File: src/rtl/vlan_sync_pkg.sv
// -----------------------------------------------------------------------------
// vlan_sync_pkg
// Shared constants, the per-stream FSM state type and a byte-extraction helper
// for the VLAN sync detector.
//   TPID_8100 / TPID_88A8 : accepted tag protocol identifiers
//   ETH_TYPE_BYTE         : byte offset of the TPID in the first beat
//   VID_BYTE              : byte offset of the TCI (PCP/DEI/VID) in the first beat
//   in_state_e            : per-stream packet tracking state
//   lane_byte()           : returns byte k of a 512-bit data lane
// -----------------------------------------------------------------------------
package vlan_sync_pkg;

    localparam logic [15:0] TPID_8100     = 16'h8100;
    localparam logic [15:0] TPID_88A8     = 16'h88A8;
    localparam int          ETH_TYPE_BYTE = 12;
    localparam int          VID_BYTE      = 14;
    localparam int          LANE_W        = 512;
    localparam int          KEEP_W        = 64;
    localparam int          USER_W        = 16;

    typedef enum logic {
        IN_IDLE = 1'b0,
        IN_PKT  = 1'b1
    } in_state_e;

    // Byte k sits at bits [8k+:8] of the lane (byte 0 is first on the wire).
    function automatic logic [7:0] lane_byte(input logic [LANE_W-1:0] lane, input int k);
        return lane[8*k +: 8];
    endfunction

endpackage

File: src/rtl/vlan_sync_detect_match.sv
// -----------------------------------------------------------------------------
// vlan_first_beat_match
// Per-stream first-beat tracker and VLAN tag matcher with hold-off and
// saturating statistics counters.
//
// state   | meaning
// --------+-----------------------------------------------------------
// IN_IDLE | waiting for a packet; the next transfer is a first beat
// IN_PKT  | inside a packet; transfers are ignored until tlast
//
// Ports:
//   aclk, aresetn   clock, asynchronous active-low reset
//   tvalid, tready  transfer qualifiers of the monitored stream
//   tdata, tkeep    beat payload and byte enables
//   tlast           end of packet
//   cfg_enable      enables matching
//   cfg_vlan_id     VID to match
//   cfg_holdoff     suppression window loaded on each detection
//   det_o           raw (combinational) detect for this cycle's beat
//   det_cnt_o       saturating count of detections
//   supp_cnt_o      saturating count of matches suppressed by hold-off
// -----------------------------------------------------------------------------
module vlan_first_beat_match
    import vlan_sync_pkg::*;
#(
    parameter int CNT_W     = 32,
    parameter int HOLDOFF_W = 16
) (
    input  logic                 aclk,
    input  logic                 aresetn,
    input  logic                 tvalid,
    input  logic                 tready,
    input  logic [LANE_W-1:0]    tdata,
    input  logic [KEEP_W-1:0]    tkeep,
    input  logic                 tlast,
    input  logic                 cfg_enable,
    input  logic [11:0]          cfg_vlan_id,
    input  logic [HOLDOFF_W-1:0] cfg_holdoff,
    output logic                 det_o,
    output logic [CNT_W-1:0]     det_cnt_o,
    output logic [CNT_W-1:0]     supp_cnt_o
);

    in_state_e            state;
    logic [HOLDOFF_W-1:0] holdoff_cnt;

    logic        xfer;
    logic        first_beat;
    logic [15:0] eth_type;
    logic [7:0]  tci_hi;
    logic [7:0]  tci_lo;
    logic        keep_ok;
    logic        tpid_ok;
    logic        vid_ok;
    logic        match;
    logic        suppress;

    assign xfer       = tvalid & tready;
    assign first_beat = xfer & (state == IN_IDLE);

    assign eth_type = {lane_byte(tdata, ETH_TYPE_BYTE), lane_byte(tdata, ETH_TYPE_BYTE + 1)};
    assign tci_hi   = lane_byte(tdata, VID_BYTE);
    assign tci_lo   = lane_byte(tdata, VID_BYTE + 1);

    // Bytes 0..15 must all be present; a truncated beat cannot carry a full tag.
    assign keep_ok = &tkeep[15:0];
    assign tpid_ok = (eth_type == TPID_8100) || (eth_type == TPID_88A8);
    // PCP/DEI live in the upper nibble of the TCI and are deliberately ignored.
    assign vid_ok  = ({tci_hi[3:0], tci_lo} == cfg_vlan_id);

    assign match    = first_beat & keep_ok & tpid_ok & vid_ok & cfg_enable;
    assign det_o    = match & (holdoff_cnt == '0);
    assign suppress = match & (holdoff_cnt != '0);

    logic unused_bits;
    assign unused_bits = ^{tdata[LANE_W-1:128], tkeep[KEEP_W-1:16], tci_hi[7:4]};

    always_ff @(posedge aclk or negedge aresetn) begin
        if (!aresetn) begin
            state       <= IN_IDLE;
            holdoff_cnt <= '0;
            det_cnt_o   <= '0;
            supp_cnt_o  <= '0;
        end else begin
            if (xfer) begin
                case (state)
                    IN_IDLE: state <= tlast ? IN_IDLE : IN_PKT;
                    IN_PKT:  state <= tlast ? IN_IDLE : IN_PKT;
                    default: state <= IN_IDLE;
                endcase
            end

            if (det_o) begin
                holdoff_cnt <= cfg_holdoff;
            end else if (holdoff_cnt != '0) begin
                holdoff_cnt <= holdoff_cnt - HOLDOFF_W'(1);
            end

            if (det_o && (det_cnt_o != {CNT_W{1'b1}})) begin
                det_cnt_o <= det_cnt_o + CNT_W'(1);
            end

            if (suppress && (supp_cnt_o != {CNT_W{1'b1}})) begin
                supp_cnt_o <= supp_cnt_o + CNT_W'(1);
            end
        end
    end

endmodule

File: src/rtl/vlan_sync_detect.sv
// -----------------------------------------------------------------------------
// vlan_sync_detect
// Passive monitor of NUM_AXI_STREAM AXI-Stream ports. Detects first beats that
// carry a VLAN tag with a configured VID and produces registered sync pulses,
// a shared detection timestamp and per-stream statistics.
//
// Ports:
//   aclk, aresetn    clock, asynchronous active-low reset
//   s_axis_*         monitored stream signals (tready is an input: observed only)
//   cfg_enable       0 disables all detection
//   cfg_vlan_id      VID to match
//   cfg_holdoff      per-stream suppression window after a detection
//   sync_pulse_o     one-cycle pulse per detecting stream
//   sync_any_o       OR of sync_pulse_o
//   sync_src_o       lowest-index stream pulsing this cycle (0 when none)
//   sync_ts_o        timestamp of the last detecting beat
//   det_cnt_o        per-stream detection counts, CNT_W each
//   supp_cnt_o       per-stream suppressed-match counts, CNT_W each
// -----------------------------------------------------------------------------
module vlan_sync_detect
    import vlan_sync_pkg::*;
#(
    parameter int NUM_AXI_STREAM = 2,
    parameter int TS_W           = 64,
    parameter int CNT_W          = 32,
    parameter int HOLDOFF_W      = 16,
    localparam int SRC_W         = (NUM_AXI_STREAM > 1) ? $clog2(NUM_AXI_STREAM) : 1
) (
    input  logic                               aclk,
    input  logic                               aresetn,
    input  logic [NUM_AXI_STREAM-1:0]          s_axis_tvalid,
    input  logic [LANE_W*NUM_AXI_STREAM-1:0]   s_axis_tdata,
    input  logic [KEEP_W*NUM_AXI_STREAM-1:0]   s_axis_tkeep,
    input  logic [NUM_AXI_STREAM-1:0]          s_axis_tlast,
    input  logic [USER_W*NUM_AXI_STREAM-1:0]   s_axis_tuser,
    input  logic [NUM_AXI_STREAM-1:0]          s_axis_tready,
    input  logic                               cfg_enable,
    input  logic [11:0]                        cfg_vlan_id,
    input  logic [HOLDOFF_W-1:0]               cfg_holdoff,
    output logic [NUM_AXI_STREAM-1:0]          sync_pulse_o,
    output logic                               sync_any_o,
    output logic [SRC_W-1:0]                   sync_src_o,
    output logic [TS_W-1:0]                    sync_ts_o,
    output logic [CNT_W*NUM_AXI_STREAM-1:0]    det_cnt_o,
    output logic [CNT_W*NUM_AXI_STREAM-1:0]    supp_cnt_o
);

    logic [TS_W-1:0]           ts_cnt;
    logic [NUM_AXI_STREAM-1:0] det_raw;
    logic [SRC_W-1:0]          src_next;

    logic unused_user;
    assign unused_user = ^s_axis_tuser;

    for (genvar i = 0; i < NUM_AXI_STREAM; i++) begin : g_stream
        vlan_first_beat_match #(
            .CNT_W     (CNT_W),
            .HOLDOFF_W (HOLDOFF_W)
        ) u_match (
            .aclk        (aclk),
            .aresetn     (aresetn),
            .tvalid      (s_axis_tvalid[i]),
            .tready      (s_axis_tready[i]),
            .tdata       (s_axis_tdata[LANE_W*i +: LANE_W]),
            .tkeep       (s_axis_tkeep[KEEP_W*i +: KEEP_W]),
            .tlast       (s_axis_tlast[i]),
            .cfg_enable  (cfg_enable),
            .cfg_vlan_id (cfg_vlan_id),
            .cfg_holdoff (cfg_holdoff),
            .det_o       (det_raw[i]),
            .det_cnt_o   (det_cnt_o[CNT_W*i +: CNT_W]),
            .supp_cnt_o  (supp_cnt_o[CNT_W*i +: CNT_W])
        );
    end

    // Scan from the top down so the lowest detecting index wins.
    always_comb begin
        src_next = '0;
        for (int i = NUM_AXI_STREAM - 1; i >= 0; i--) begin
            if (det_raw[i]) begin
                src_next = SRC_W'(i);
            end
        end
    end

    always_ff @(posedge aclk or negedge aresetn) begin
        if (!aresetn) begin
            ts_cnt       <= '0;
            sync_pulse_o <= '0;
            sync_any_o   <= 1'b0;
            sync_src_o   <= '0;
            sync_ts_o    <= '0;
        end else begin
            ts_cnt       <= ts_cnt + TS_W'(1);
            sync_pulse_o <= det_raw;
            sync_any_o   <= |det_raw;
            sync_src_o   <= src_next;
            // ts_cnt still holds the matching beat's cycle value here.
            if (|det_raw) begin
                sync_ts_o <= ts_cnt;
            end
        end
    end

endmodule

File: config.mk
export PLATFORM = sky130hd
export DESIGN_NAME = vlan_sync_detect
export DESIGN_NICKNAME = d
export VERILOG_FILES = /design/src/rtl/vlan_sync_pkg.sv /design/src/rtl/vlan_sync_detect_match.sv /design/src/rtl/vlan_sync_detect.sv
export SDC_FILE = /design/constraint.sdc
export NUM_CORES = 1
export LEC_CHECK = 0
export CORE_AREA = 2 2 559 561
export CTS_CLUSTER_SIZE = 14
export DETAILED_ROUTE_END_ITERATION = 16
export DIE_AREA = 0 0 561 563
export DONT_BUFFER_PORTS = 1
export GPL_ROUTABILITY_DRIVEN = 0
export PLACE_DENSITY = 0.3
export SETUP_SLACK_MARGIN = 0.05
export SKIP_LAST_GASP = 1
export SLEW_MARGIN = 40
export SYNTH_ARGS = -nofsm -noshare
export SYNTH_HDL_FRONTEND = slang
export SYNTH_SLANG_ARGS = --single-unit
File: constraint.sdc
create_clock -name aclk -period 3 [get_ports aclk]
set_input_delay 0.3 -clock aclk [delete_from_list [all_inputs] [get_ports aclk]]
set_output_delay 0.3 -clock aclk [all_outputs]
set_load 0.02 [all_outputs]
==> out/metrics.cfg <==
[pwr]
ir_worst_vdd_mv=0.405
switchingPower_mw=2.29
p_per_area_nw_per_um2=418
p_int_mw=6.94
clockPowerShare=0.548
combinationalPowerShare=0.022
swShare=0.248
p_leak_nw=7.81
pwr-share-seq=0.431

[detailed_routing]
routed_via_density=1.85
via_count=10369
drt_iter0_markers=408
detail-route-antenna-nets=0
wl_per_cell_um=12.7
dr.pass1.iters=5
routed_wl_mm=70.9
route.detailed.drc=0

[finish]
layout-drive-gt1-share=0.232
seqCellArea_um2=7360
layout-area-overhead-vs-synth_pct=60.1
multi_input_area_um2=6440
final_area_um2=22100
nFillCells=36360
final_cells=5595
fin_nets=2638

[place]
portBuffers=0
dpl.hpwl_mm=58.1
dp.cells=5471
dpl_cell_area_um2=20100
pre_cts_slack_ps=-363

[global_route]
busiest_layer=met2
gr-usage-met1=0.0466
grt_pass1_vias=10845
grt_first_pass_wirelength_mm=95.9
grt_overflow=0
grt_start_max_net_pins=134
antenna_found_initial=36
gr-usage-met3=0.0192
grt_use_total=0.0444
met2_usage=0.0793

[sta]
timing.final.max_slew_violations=0
finalHoldViolCount=0
final.period_utilization=0.963
rsz0062_at_grt=yes
finalCriticalPeriod_ps=2890
tightest_slew_ps=735
fin_ws_ps=111
timing.hold.ws_ps=92.7
finalClockSkew_ps=31.0
slew_headroom=0.510
fmax_mhz=346
setup_viol=0

[yosys]
yosys_warnings=0
synth.area.top_cells=dfrtp_1 (53%), xnor2_1 (9.9%), mux2_2 (5.7%), xor2_1 (4.4%), nand4_1 (3.9%)
yosysUniqueCellTypes=58
async_flop_share=1.00
syn-num-nets=2463
synth_edf_count=0
synthFlopType=dfrtp_1
yosysTopAreaCell=dfrtp_1
synth_top_area_frac=0.534
netlist_area_um2=13800
ys_seq_elements=294
synthCells=1233
syn_area_per_cell_um2=11.2
synth.yosys.seq_area_share=0.534

[worst_setup_path]
required_ps=3500
cp-end-kind=flop
critPathKind=reg2reg
cp_max_fo=8
worstPathArrival_ps=3390
rr_worst_depth=9
crit_path_start_kind=flop

[die]
ioPinCount=1417
dieArea_um2=316000
start_util=0.0444
core_um2=310000
die_h_um=563
row_count=205
die_w_um=561

[clock_tree]
cts.sinks=294
clock_path_buffers=3
cts_tree=built
numCtsBuffers=43
insertion_delay_ps=630
root_buffer=clkbuf_16
htreeDepth=2
clk_pin_slew_ps=60

[run_status]
status=complete, no violations

[min_path]
whs_path_depth=3
hold_class=in2reg

[flow_run]
cap_violations=0

## layout by cell type, fill, tap and decap left out, types with 9 or more instances in the layout
cell             n
buf_12          18
xnor2_1        152
and4_1          15
clkbuf_16       44
and3_1          44
nand4_1         85
and2_1          13
nor4_1          28
nand2_1         98
dfrtp_1        289
diode_2         13
mux2_2          70
o21ai_0         20
clkinv_2        12
dlygate4sd3_1   20
nor3_1          31
buf_4          119
nor2_1          52
or3_1            9
xor2_1          70
nand3_1         90
inv_1           11
## path summary, 6_finish.rpt
check	from	endpoint	slack, ps
worst max-delay path	g_stream[0].u_match.holdoff_cnt[7]	g_stream[0].u_match.det_cnt_o[10]	110
worst min register to register	ts_cnt[63]	ts_cnt[63]	480
min in group asynchronous	aresetn	g_stream[0].u_match.holdoff_cnt[11]	270
worst min-delay path	cfg_holdoff[1]	g_stream[0].u_match.holdoff_cnt[1]	90
max in group asynchronous	aresetn	g_stream[0].u_match.det_cnt_o[21]	1520
worst max register to register	g_stream[0].u_match.holdoff_cnt[7]	g_stream[0].u_match.det_cnt_o[10]	110
## Yosys cell counts, types with 2 or more instances
library cell    n
a21o_1          2
nor4bb_1        3
dfrtp_1       294
or2_2           2
nor4_1         34
nor4b_1         5
ha_1            9
or4_1          11
a211oi_1        3
and3b_1         2
nor3b_1         4
buf_6           2
and4b_1         2
o311a_1         2
nand2_1        98
and2_1         13
nand2b_1        4
o21ai_0        20
mux2i_1         3
o31ai_1         4
clkbuf_1       23
nor3_1         37
nand4b_1        3
nor2_1         52
a21oi_1         8
xnor2_1       156
xor2_1         70
or3_1          13
a31oi_1         2
nand4_1        85
or4b_1          2
o211ai_1        2
nand3_1        90
mux2_2         70
buf_2           3
and4_1         15
and3_1         44
inv_1          13
nor2b_1         4
buf_4           6
## power by group through the flow
stage	combinational [mW]	clock, mW	sequential (mW)
after global routing	0.229	5.50	3.97
final	0.199	5.05	3.97
after global placement	0.0620	0	4.04
after CTS	0.218	5.33	3.97
after detailed placement	0.168	0	4.04
after floorplan	0.0395	0	4.04
## cell type report
| cell class | count | area share |
|---|---|---|
| antenna | 13 | 0.00147 |
| clock buffer | 57 | 0.0539 |
| clock inverter | 22 | 0.00890 |
| inverter | 13 | 0.00221 |
| multi-input combinational | 891 | 0.292 |
| sequential | 294 | 0.334 |
| tap | 4140 | 0.235 |
| timing repair buffer | 165 | 0.0737 |
## through the flow
step | util | TNS, ps | power [mW]
floorplan | - | 0 | 4.08
global placement | 0.0645 | -28840 | 4.11
detailed placement | 0.0648 | -25880 | 4.21
CTS | 0.0706 | 0 | 9.52
global route | 0.0710 | 0 | 9.70
finish | 0.0711 | 0 | 9.22
## cell families after synthesis
group           Yosys count  share of synthesized area
xor+xnor                227                      0.145
mux                      73                     0.0594
compound gates           50                     0.0236
simple gates            532                      0.214
buf+inv                  48                     0.0161
fa+ha+maj                 9                    0.00817
flops                   294                      0.534
## state kept, by name, indices dropped and copies added, names as in the netlist
signal and flops:
g_stream.u_match.state 2, sync_ts_o 64, sync_src_o 1, ts_cnt 64, sync_pulse_o 2, g_stream.u_match.holdoff_cnt 32
g_stream.u_match.det_cnt_o 64, g_stream.u_match.supp_cnt_o 64, sync_any_o 1
## repair_timing
item                       CTS  global route
gates cloned                 2             1
buffers inserted             9             2
pin swaps                    5             6
hold endpoints to repair   107             0
gates resized for setup     18            20
hold buffers                20             0
setup endpoints to repair  105            59
## per-layer routing
metal / part of all wire / up-vias / wire length, um
met1: 0.36 / 5095 / 25800
met4: 0.036 / 18 / 2540
met3: 0.092 / 122 / 6510
li1: - / 4817 / -
met2: 0.51 / 317 / 36000
met5: 0.0018 / - / 127
## critical path, stage by stage, from the launching register on
cell	delay, ps
dfrtp_2	430
nor4_4	280
buf_4	160
nand4_1	180
nand2b_4	200
or4_4	540
buf_12	150
buf_12	140
or4_4	530
xnor2_1	140
Power figures use the tool's default switching activity.
